--- src/rtl/instr_decoder_pipe.sv ---
// Pipelined, handshaked instruction decoder for the 8-bit micro-controller core.
// One instruction register sits between fetch and the datapath. Decode is
// combinational from that register and is only driven while the instruction
// issues. A taken jump can squash the instruction fetched behind it, and
// issued NOP-class opcodes are tallied in a saturating counter.
module instr_decoder_pipe #(
  parameter int unsigned CNT_W        = 16,
  parameter bit          FLUSH_ON_JMP = 1'b1
) (
  input  logic             clk,
  input  logic             reset_n,
  input  logic [7:0]       instr_in,
  input  logic             instr_valid,
  output logic             instr_ready,
  input  logic             stall,
  input  logic             zero_flag,
  input  logic             clr_count,
  output logic [7:0]       ir,
  output logic             ir_valid,
  output logic [3:0]       ir_nibble,
  output logic [3:0]       source_sel,
  output logic [8:0]       reg_en,
  output logic [7:0]       from_ID,
  output logic             i_sel,
  output logic             x_sel,
  output logic             y_sel,
  output logic             jmp,
  output logic             jmp_nz,
  output logic             jmp_taken,
  output logic [3:0]       nop_detect,
  output logic [CNT_W-1:0] nop_count
);

  // Source-select codes with fixed meaning on the datapath mux.
  localparam logic [3:0] SrcLoadImm = 4'd8;
  localparam logic [3:0] SrcSelf    = 4'd9;
  localparam logic [3:0] SrcReset   = 4'd10;
  localparam logic [3:0] SrcFour    = 4'd4;

  // NOP-class opcodes, in nop_detect bit order.
  localparam logic [7:0] OpNop0 = 8'hC8;
  localparam logic [7:0] OpNop1 = 8'hCF;
  localparam logic [7:0] OpNop2 = 8'hD8;
  localparam logic [7:0] OpNop3 = 8'hDF;

  // ---------------------------------------------------------------------------
  // State
  // ---------------------------------------------------------------------------
  logic [7:0]       r_ir;
  logic             r_ir_valid;
  logic             r_squash_pend;
  logic [CNT_W-1:0] r_nop_count;

  // ---------------------------------------------------------------------------
  // Handshake / issue qualifiers
  // ---------------------------------------------------------------------------
  logic w_ready;
  logic w_accept;
  logic w_issue;
  logic w_squash_req;

  // Raw decode of r_ir, before issue qualification.
  logic [8:0] w_dec_reg_en;
  logic [3:0] w_dec_src;
  logic       w_dec_i_sel;
  logic       w_dec_x_sel;
  logic       w_dec_y_sel;
  logic       w_dec_jmp;
  logic       w_dec_jmp_nz;
  logic [3:0] w_dec_nop;
  logic       w_jmp_taken;

  assign w_ready  = reset_n & ~stall;
  assign w_accept = instr_valid & w_ready;
  assign w_issue  = r_ir_valid & ~stall & reset_n;

  // A taken jump needs issue; jmp_nz only counts when the zero flag is clear.
  assign w_jmp_taken = w_issue & (w_dec_jmp | (w_dec_jmp_nz & ~zero_flag));

  // Squash the next accepted instruction now, or remember it if nothing arrives.
  assign w_squash_req = FLUSH_ON_JMP & (w_jmp_taken | r_squash_pend);

  // Map a 3-bit destination code onto the register-enable vector.
  function automatic logic [8:0] dst_enable(input logic [2:0] d);
    logic [8:0] en;
    en = 9'h000;
    unique case (d)
      3'd0: en[0] = 1'b1;
      3'd1: en[1] = 1'b1;
      3'd2: en[2] = 1'b1;
      3'd3: en[3] = 1'b1;
      3'd4: en[8] = 1'b1;
      3'd5: en[5] = 1'b1;
      3'd6: en[6] = 1'b1;
      3'd7: begin
        en[7] = 1'b1;
        en[6] = 1'b1;
      end
      default: en = 9'h000;
    endcase
    return en;
  endfunction

  // Instruction register, valid bit and pending-squash flag; all hold on stall.
  always_ff @(posedge clk or negedge reset_n) begin
    if (!reset_n) begin
      r_ir          <= 8'h00;
      r_ir_valid    <= 1'b0;
      r_squash_pend <= 1'b0;
    end else if (w_ready) begin
      if (w_accept) begin
        r_ir          <= instr_in;
        r_ir_valid    <= ~w_squash_req;
        r_squash_pend <= 1'b0;
      end else begin
        r_ir_valid    <= 1'b0;
        r_squash_pend <= w_squash_req;
      end
    end
  end

  // Opcode decode of the held instruction, independent of issue.
  always_comb begin
    w_dec_reg_en = 9'h000;
    w_dec_src    = 4'd0;
    w_dec_i_sel  = 1'b1;
    w_dec_x_sel  = 1'b0;
    w_dec_y_sel  = 1'b0;
    w_dec_jmp    = 1'b0;
    w_dec_jmp_nz = 1'b0;
    if (!r_ir[7]) begin
      // 0ddd_iiii: load immediate
      w_dec_reg_en = dst_enable(r_ir[6:4]);
      w_dec_src    = SrcLoadImm;
      w_dec_i_sel  = (r_ir[6:4] != 3'd6);
    end else if (!r_ir[6]) begin
      // 10dd_dsss: register move
      w_dec_reg_en = dst_enable(r_ir[5:3]);
      if (r_ir[2:0] == 3'd7) begin
        w_dec_reg_en[6] = 1'b1;
      end
      if (r_ir[2:0] == 3'd4) begin
        w_dec_src = SrcFour;
      end else if (r_ir[5:3] == r_ir[2:0]) begin
        w_dec_src = SrcSelf;
      end else begin
        w_dec_src = {1'b0, r_ir[2:0]};
      end
      w_dec_i_sel = (r_ir[5:3] != 3'd6);
    end else if (!r_ir[5]) begin
      // 110x_yfff: ALU operation into r
      w_dec_reg_en[4] = 1'b1;
      w_dec_x_sel     = r_ir[4];
      w_dec_y_sel     = r_ir[3];
      w_dec_src       = {1'b0, r_ir[2:0]};
    end else begin
      // 1110_xxxx jmp, 1111_xxxx jmp_nz
      w_dec_jmp    = ~r_ir[4];
      w_dec_jmp_nz = r_ir[4];
      w_dec_src    = {1'b0, r_ir[2:0]};
    end
  end

  // NOP-class match of the held instruction.
  always_comb begin
    w_dec_nop[0] = (r_ir == OpNop0);
    w_dec_nop[1] = (r_ir == OpNop1);
    w_dec_nop[2] = (r_ir == OpNop2);
    w_dec_nop[3] = (r_ir == OpNop3);
  end

  // Drive the datapath: reset pattern, issued decode, or all-quiet.
  always_comb begin
    reg_en     = 9'h000;
    source_sel = 4'd0;
    i_sel      = 1'b0;
    x_sel      = 1'b0;
    y_sel      = 1'b0;
    jmp        = 1'b0;
    jmp_nz     = 1'b0;
    jmp_taken  = 1'b0;
    nop_detect = 4'b0000;
    if (!reset_n) begin
      reg_en     = 9'h1FF;
      source_sel = SrcReset;
    end else if (w_issue) begin
      reg_en     = w_dec_reg_en;
      source_sel = w_dec_src;
      i_sel      = w_dec_i_sel;
      x_sel      = w_dec_x_sel;
      y_sel      = w_dec_y_sel;
      jmp        = w_dec_jmp;
      jmp_nz     = w_dec_jmp_nz;
      jmp_taken  = w_jmp_taken;
      nop_detect = w_dec_nop;
    end
  end

  // Saturating count of issued NOP-class instructions; clear wins.
  always_ff @(posedge clk or negedge reset_n) begin
    if (!reset_n) begin
      r_nop_count <= '0;
    end else if (clr_count) begin
      r_nop_count <= '0;
    end else if (w_issue && (w_dec_nop != 4'b0000) && !(&r_nop_count)) begin
      r_nop_count <= r_nop_count + 1'b1;
    end
  end

  assign instr_ready = w_ready;
  assign ir          = r_ir;
  assign ir_valid    = r_ir_valid;
  assign ir_nibble   = r_ir[3:0];
  assign from_ID     = reg_en[7:0];
  assign nop_count   = r_nop_count;

endmodule

--- config.mk ---
export PLATFORM = sky130hd
export DESIGN_NAME = instr_decoder_pipe
export DESIGN_NICKNAME = d
export VERILOG_FILES = /design/src/rtl/instr_decoder_pipe.sv
export SDC_FILE = /design/constraint.sdc
export NUM_CORES = 1
export LEC_CHECK = 0
export ABC_AREA = 1
export BUFFER_PORTS_ARGS = -buffer_cell sky130_fd_sc_hd__buf_4
export CAP_MARGIN = 20
export CORE_ASPECT_RATIO = 0.6
export CORE_MARGIN = 10
export CORE_UTILIZATION = 52
export CTS_BUF_LIST = sky130_fd_sc_hd__clkbuf_4 sky130_fd_sc_hd__clkbuf_8
export DETAILED_ROUTE_END_ITERATION = 10
export PLACE_DENSITY_LB_ADDON = 0.25
export SETUP_SLACK_MARGIN = 0.02
export SLEW_MARGIN = 20
export SYNTH_ARGS = -nofsm -noshare
export SYNTH_HDL_FRONTEND = slang
export SYNTH_SLANG_ARGS = --single-unit
--- constraint.sdc ---
create_clock -name clk -period 2.5 [get_ports clk]
set_clock_uncertainty 0.2 [all_clocks]
set_input_delay 0.25 -clock clk [delete_from_list [all_inputs] [get_ports clk]]
set_output_delay 0.25 -clock clk [all_outputs]
set_load 0.01 [all_outputs]
==> results by stage <==
Setup path:
- The reg-to-reg critical path startpoint is nop_count[0].
- The maximum net fanout on the critical path is 8.
- Counting both buffers and inverters, the worst setup path holds a total of 5.
- STA classifies the critical path startpoint as an input port.
- The cell type of the slowest stage on the worst timing path is sky130_fd_sc_hd__dlygate4sd3_1.
- The delay contributed by the slowest stage of the critical path is between 0.5 and 0.6 ns.
- The startpoint of the most critical setup path is reset_n.
- Broken down by cell family, the worst path's largest delay share belongs to buffers and inverters.
- The critical path start-end classification is in -> out.
- Walking the worst path, the cells encountered are dlygate4sd3_1, buf_4, inv_2, nor2_4, nand2_2, inv_1, o21ai_0, o21ai_1, buf_4.
- Data on the critical path is required at its endpoint by roughly 2 ns.
- The kind of end point of the critical path is an output port.
- The arrival time of the worst setup path is 1.93 ns.
- The reg-to-reg setup timing slack is ~0.5 ns.
- Among the stages of the critical path, the cell type that occurs most often is sky130_fd_sc_hd__buf_4.

Logic synthesis:
- Counting every net in the synthesized netlist gives around 330.
- The fraction of post-synthesis cell area in the top cell type by area is between 30% and 40%.
- The mapped netlist covers about 2100 um2.
- For this run, asynchronously set or reset flops after synthesis account for 100%.
- The mean cell area of the mapped netlist is roughly 6.5 um2.
- The number of flip-flops and latches in the synthesized netlist is 26.
- The dominant synthesized flop cell is sky130_fd_sc_hd__dfrtp_1.
- For this run, the number of Yosys warnings is 0.
- The number of instances in the synthesized netlist is approximately 320.
- By area the synthesized netlist is led by sky130_fd_sc_hd__dfrtp_1 32%, sky130_fd_sc_hd__nand2_1 15%, sky130_fd_sc_hd__nand3_1 10%.
- The library cell occupying the most area in the post-synthesis netlist is sky130_fd_sc_hd__dfrtp_1.
- The number of distinct library cells after synthesis is 30.
- After synthesis, flip-flops and latches occupy a little under a third of the total area.
- The number of enable-type register cells in the synthesized netlist is 0.

Final layout:
- Summing all multi-input logic gate instances after layout gives about 1200 um2.
- Compared with the post-synthesis result, the final layout area differs by 27.9%.
- The final net count is between 300 and 400.
- The repair_antennas step left the layout with diodes totalling 0.
- Leaving out fill and tap cells, the most frequent cell in the layout is sky130_fd_sc_hd__nand2_1.
- In the layout the commonest cells are 84 x sky130_fd_sc_hd__nand2_1, 77 x sky130_fd_sc_hd__buf_4, 45 x sky130_fd_sc_hd__nor2_1.
- The flip-flop and latch area is about 650 um2.
- The non-filler instance count after layout is 425.
- In the final layout, the share of cells above drive strength 1 is 27.5%.
- Counting the fill cells in the layout gives approximately 330.

STA:
- Of the available clock period, the critical path in the final layout requires between 90% and 100%.
- At the pin with the least slew margin, the transition time is approximately 0.56 ns.
- The max-slew violation count came to 0.
- The worst max-slew margin expressed relative to the limit is 62.8%.
- Setup repair after global routing could not meet its margin everywhere.
- The hold violation count in the final report is 0.
- The setup-violating endpoint count in the final report is 0.
- The shortest period the worst path allows is roughly 2.4 ns.
- The upper clock frequency limit is roughly 420 MHz.
- The setup TNS is 0 ns.

Global routing:
- The largest net degree at the start of global routing is 38.
- The first-pass GRT wire length is 9780 um.
- The number of antenna violations at the first check in global routing is 0.
- The number of global-route vias before repair is between 2000 and 2500.
- Across every metal layer, demand over resource in global routing totals about 17%.
- The total congestion overflow after global routing is 0.

Floorplan:
- The number of primary I/O pins is 75.
- The floorplan has 17 rows.
- From left edge to right edge, the die measures just over 100 um.
- The die covers roughly 7000 um2.
- The core area is around 3700 um2.
- For this configuration, the core starts out at a cell density of 55.0%.
- Measured along the y axis, the die boundary spans ~69 um.

Power and ir drop:
- The leakage power figure is 0.00141 uW.
- The worst-case IR drop observed on VDD is around 350 uV.
- The power density over the cells is about 440 nW/um2.
- The final total power is about 1200 uW.

Clock network:
- The TritonCTS clock tree is built.
- Counting every sink on the clock net gives 26.
- The buffer type at the clock tree root is sky130_fd_sc_hd__clkbuf_8.
- The worst-case clock buffer depth is 2.
- CTS built an H-tree with a depth of 1.
- The later pin in the worst-skew pair is clocked with a latency of ~0.28 ns.
- The CTS buffer count is 3.
- The clock-pin slew on the worst setup and hold paths is approximately 0.090 ns.
- In this run the post-CTS setup repair buffer count came out at 0.

Placed design:
- The number of placed cells counting well taps is between 400 and 500.
- The post-DP HPWL is 4880 um.
- The number of port buffers is 74.
- The weighted congestion at the end of routability-driven global placement is 0.954.

Min path:
- The worst hold path begins at instr_in[6].
- The kind of path behind the tightest hold check is in -> reg.

Routing:
- The number of remaining DRC errors is 0.
- The number of routed nets with antenna violations is 0.
- The starting DRC count in detailed routing is between 200 and 300.
- Summing over every cut layer, the via total after detailed routing is between 2000 and 2500.
- The post-detailed-route wirelength per cell is 14.8 um.
- Wires add up to ~6300 um.
- The via density per instance is ~5.3.
- The first TritonRoute pass finished after 5 iterations.

Job:
- The max-capacitance violation count is 0.

Run status:
- The run finished with clean final reports.
## layout make-up
class	instances	share of cell area, %
Sequential cell	26	24.7
Inverter	33	4.70
Tap cell	47	2.23
Multi-Input combinational cell	237	43.9
Timing Repair Buffer	78	22.3
Clock buffer	4	2.09
## sequential cells by signal, indices dropped and copies added (netlist names)
register / cells
ir: 8
r_squash_pend: 1
nop_count: 16
ir_valid: 1
## final timing paths
kind	end	cells past startpoint
min in group asynchronous	nop_count[7]	3
max	from_ID[0]	9
max reg2reg	nop_count[13]	8
min	ir[6]	3
max in group asynchronous	nop_count[10]	3
min reg2reg	ir_valid	3
## logic make-up after synthesis
kind of cell	share of synthesized area, %
and+or+nand+nor	44.9
buffers and inverters	12.6
AOI/OAI and AO/OA	7.72
xor gates and xnor gates	2.55
DFF	31.6
adders and majority gates	0.607
## routing by layer
layer | wire, um | share of wire (%) | global-route usage (%) | up-vias
li1 | - | - | - | 1120
met2 | 2590 | 41 | 23.7 | 130
met1 | 2900 | 46 | 24.5 | 1010
met4 | 34 | 0.54 | 2.77 | 0
met5 | 0 | 0 | 0 | -
met3 | 773 | 12 | 6.85 | 7
## worst min-delay path: cells and delay by family
kind,cells,cell delay [ns]
AOI/OAI and AO/OA,1,0.09
buffers and inverters,1,0.08
and+or+nand+nor,1,0.03
## synthesized netlist by cell type (3+ instances only)
cell type                  count
sky130_fd_sc_hd__nand2_1      84
sky130_fd_sc_hd__dfrtp_1      26
sky130_fd_sc_hd__nand4_1       3
sky130_fd_sc_hd__nand3_1      43
sky130_fd_sc_hd__nor2_1       46
sky130_fd_sc_hd__clkbuf_1      5
sky130_fd_sc_hd__a21oi_1      12
sky130_fd_sc_hd__xor2_1        4
sky130_fd_sc_hd__nand2_2      11
sky130_fd_sc_hd__o21ai_0      17
sky130_fd_sc_hd__inv_1        29
sky130_fd_sc_hd__buf_4        13
## per-stage QoR
stage / cell area [um2] / util (%) / hold WS [ns] / setup WS (ns)
final: 2630 / 70.4 / 0.0146 / 0.125
after global routing: 2630 / 70.4 / 0.0381 / 0.0127
after CTS: 2630 / 70.1 / 0.0150 / 0.0494
after detailed placement: 2560 / 68.4 / 0.138 / 0.523
after global placement: 2560 / 68.4 / 0.126 / 0.513
after floorplan: 2060 / - / -0.246 / 0.570
## repair_timing
action,4_1_cts,5_1_grt
gates resized for setup,0,4
hold buffers,1,0
hold endpoints to repair,26,0
endpoints found under the setup margin,0,13
## power breakdown
| group | internal (uW) | leakage, uW | switching (uW) | total (uW) |
|---|---|---|---|---|
| sequential | 452 | 0.000334 | 57.9 | 510 |
| clock | 141 | 0.0000288 | 137 | 278 |
| combinational | 149 | 0.00105 | 216 | 366 |
Power figures use the tool's default switching activity.
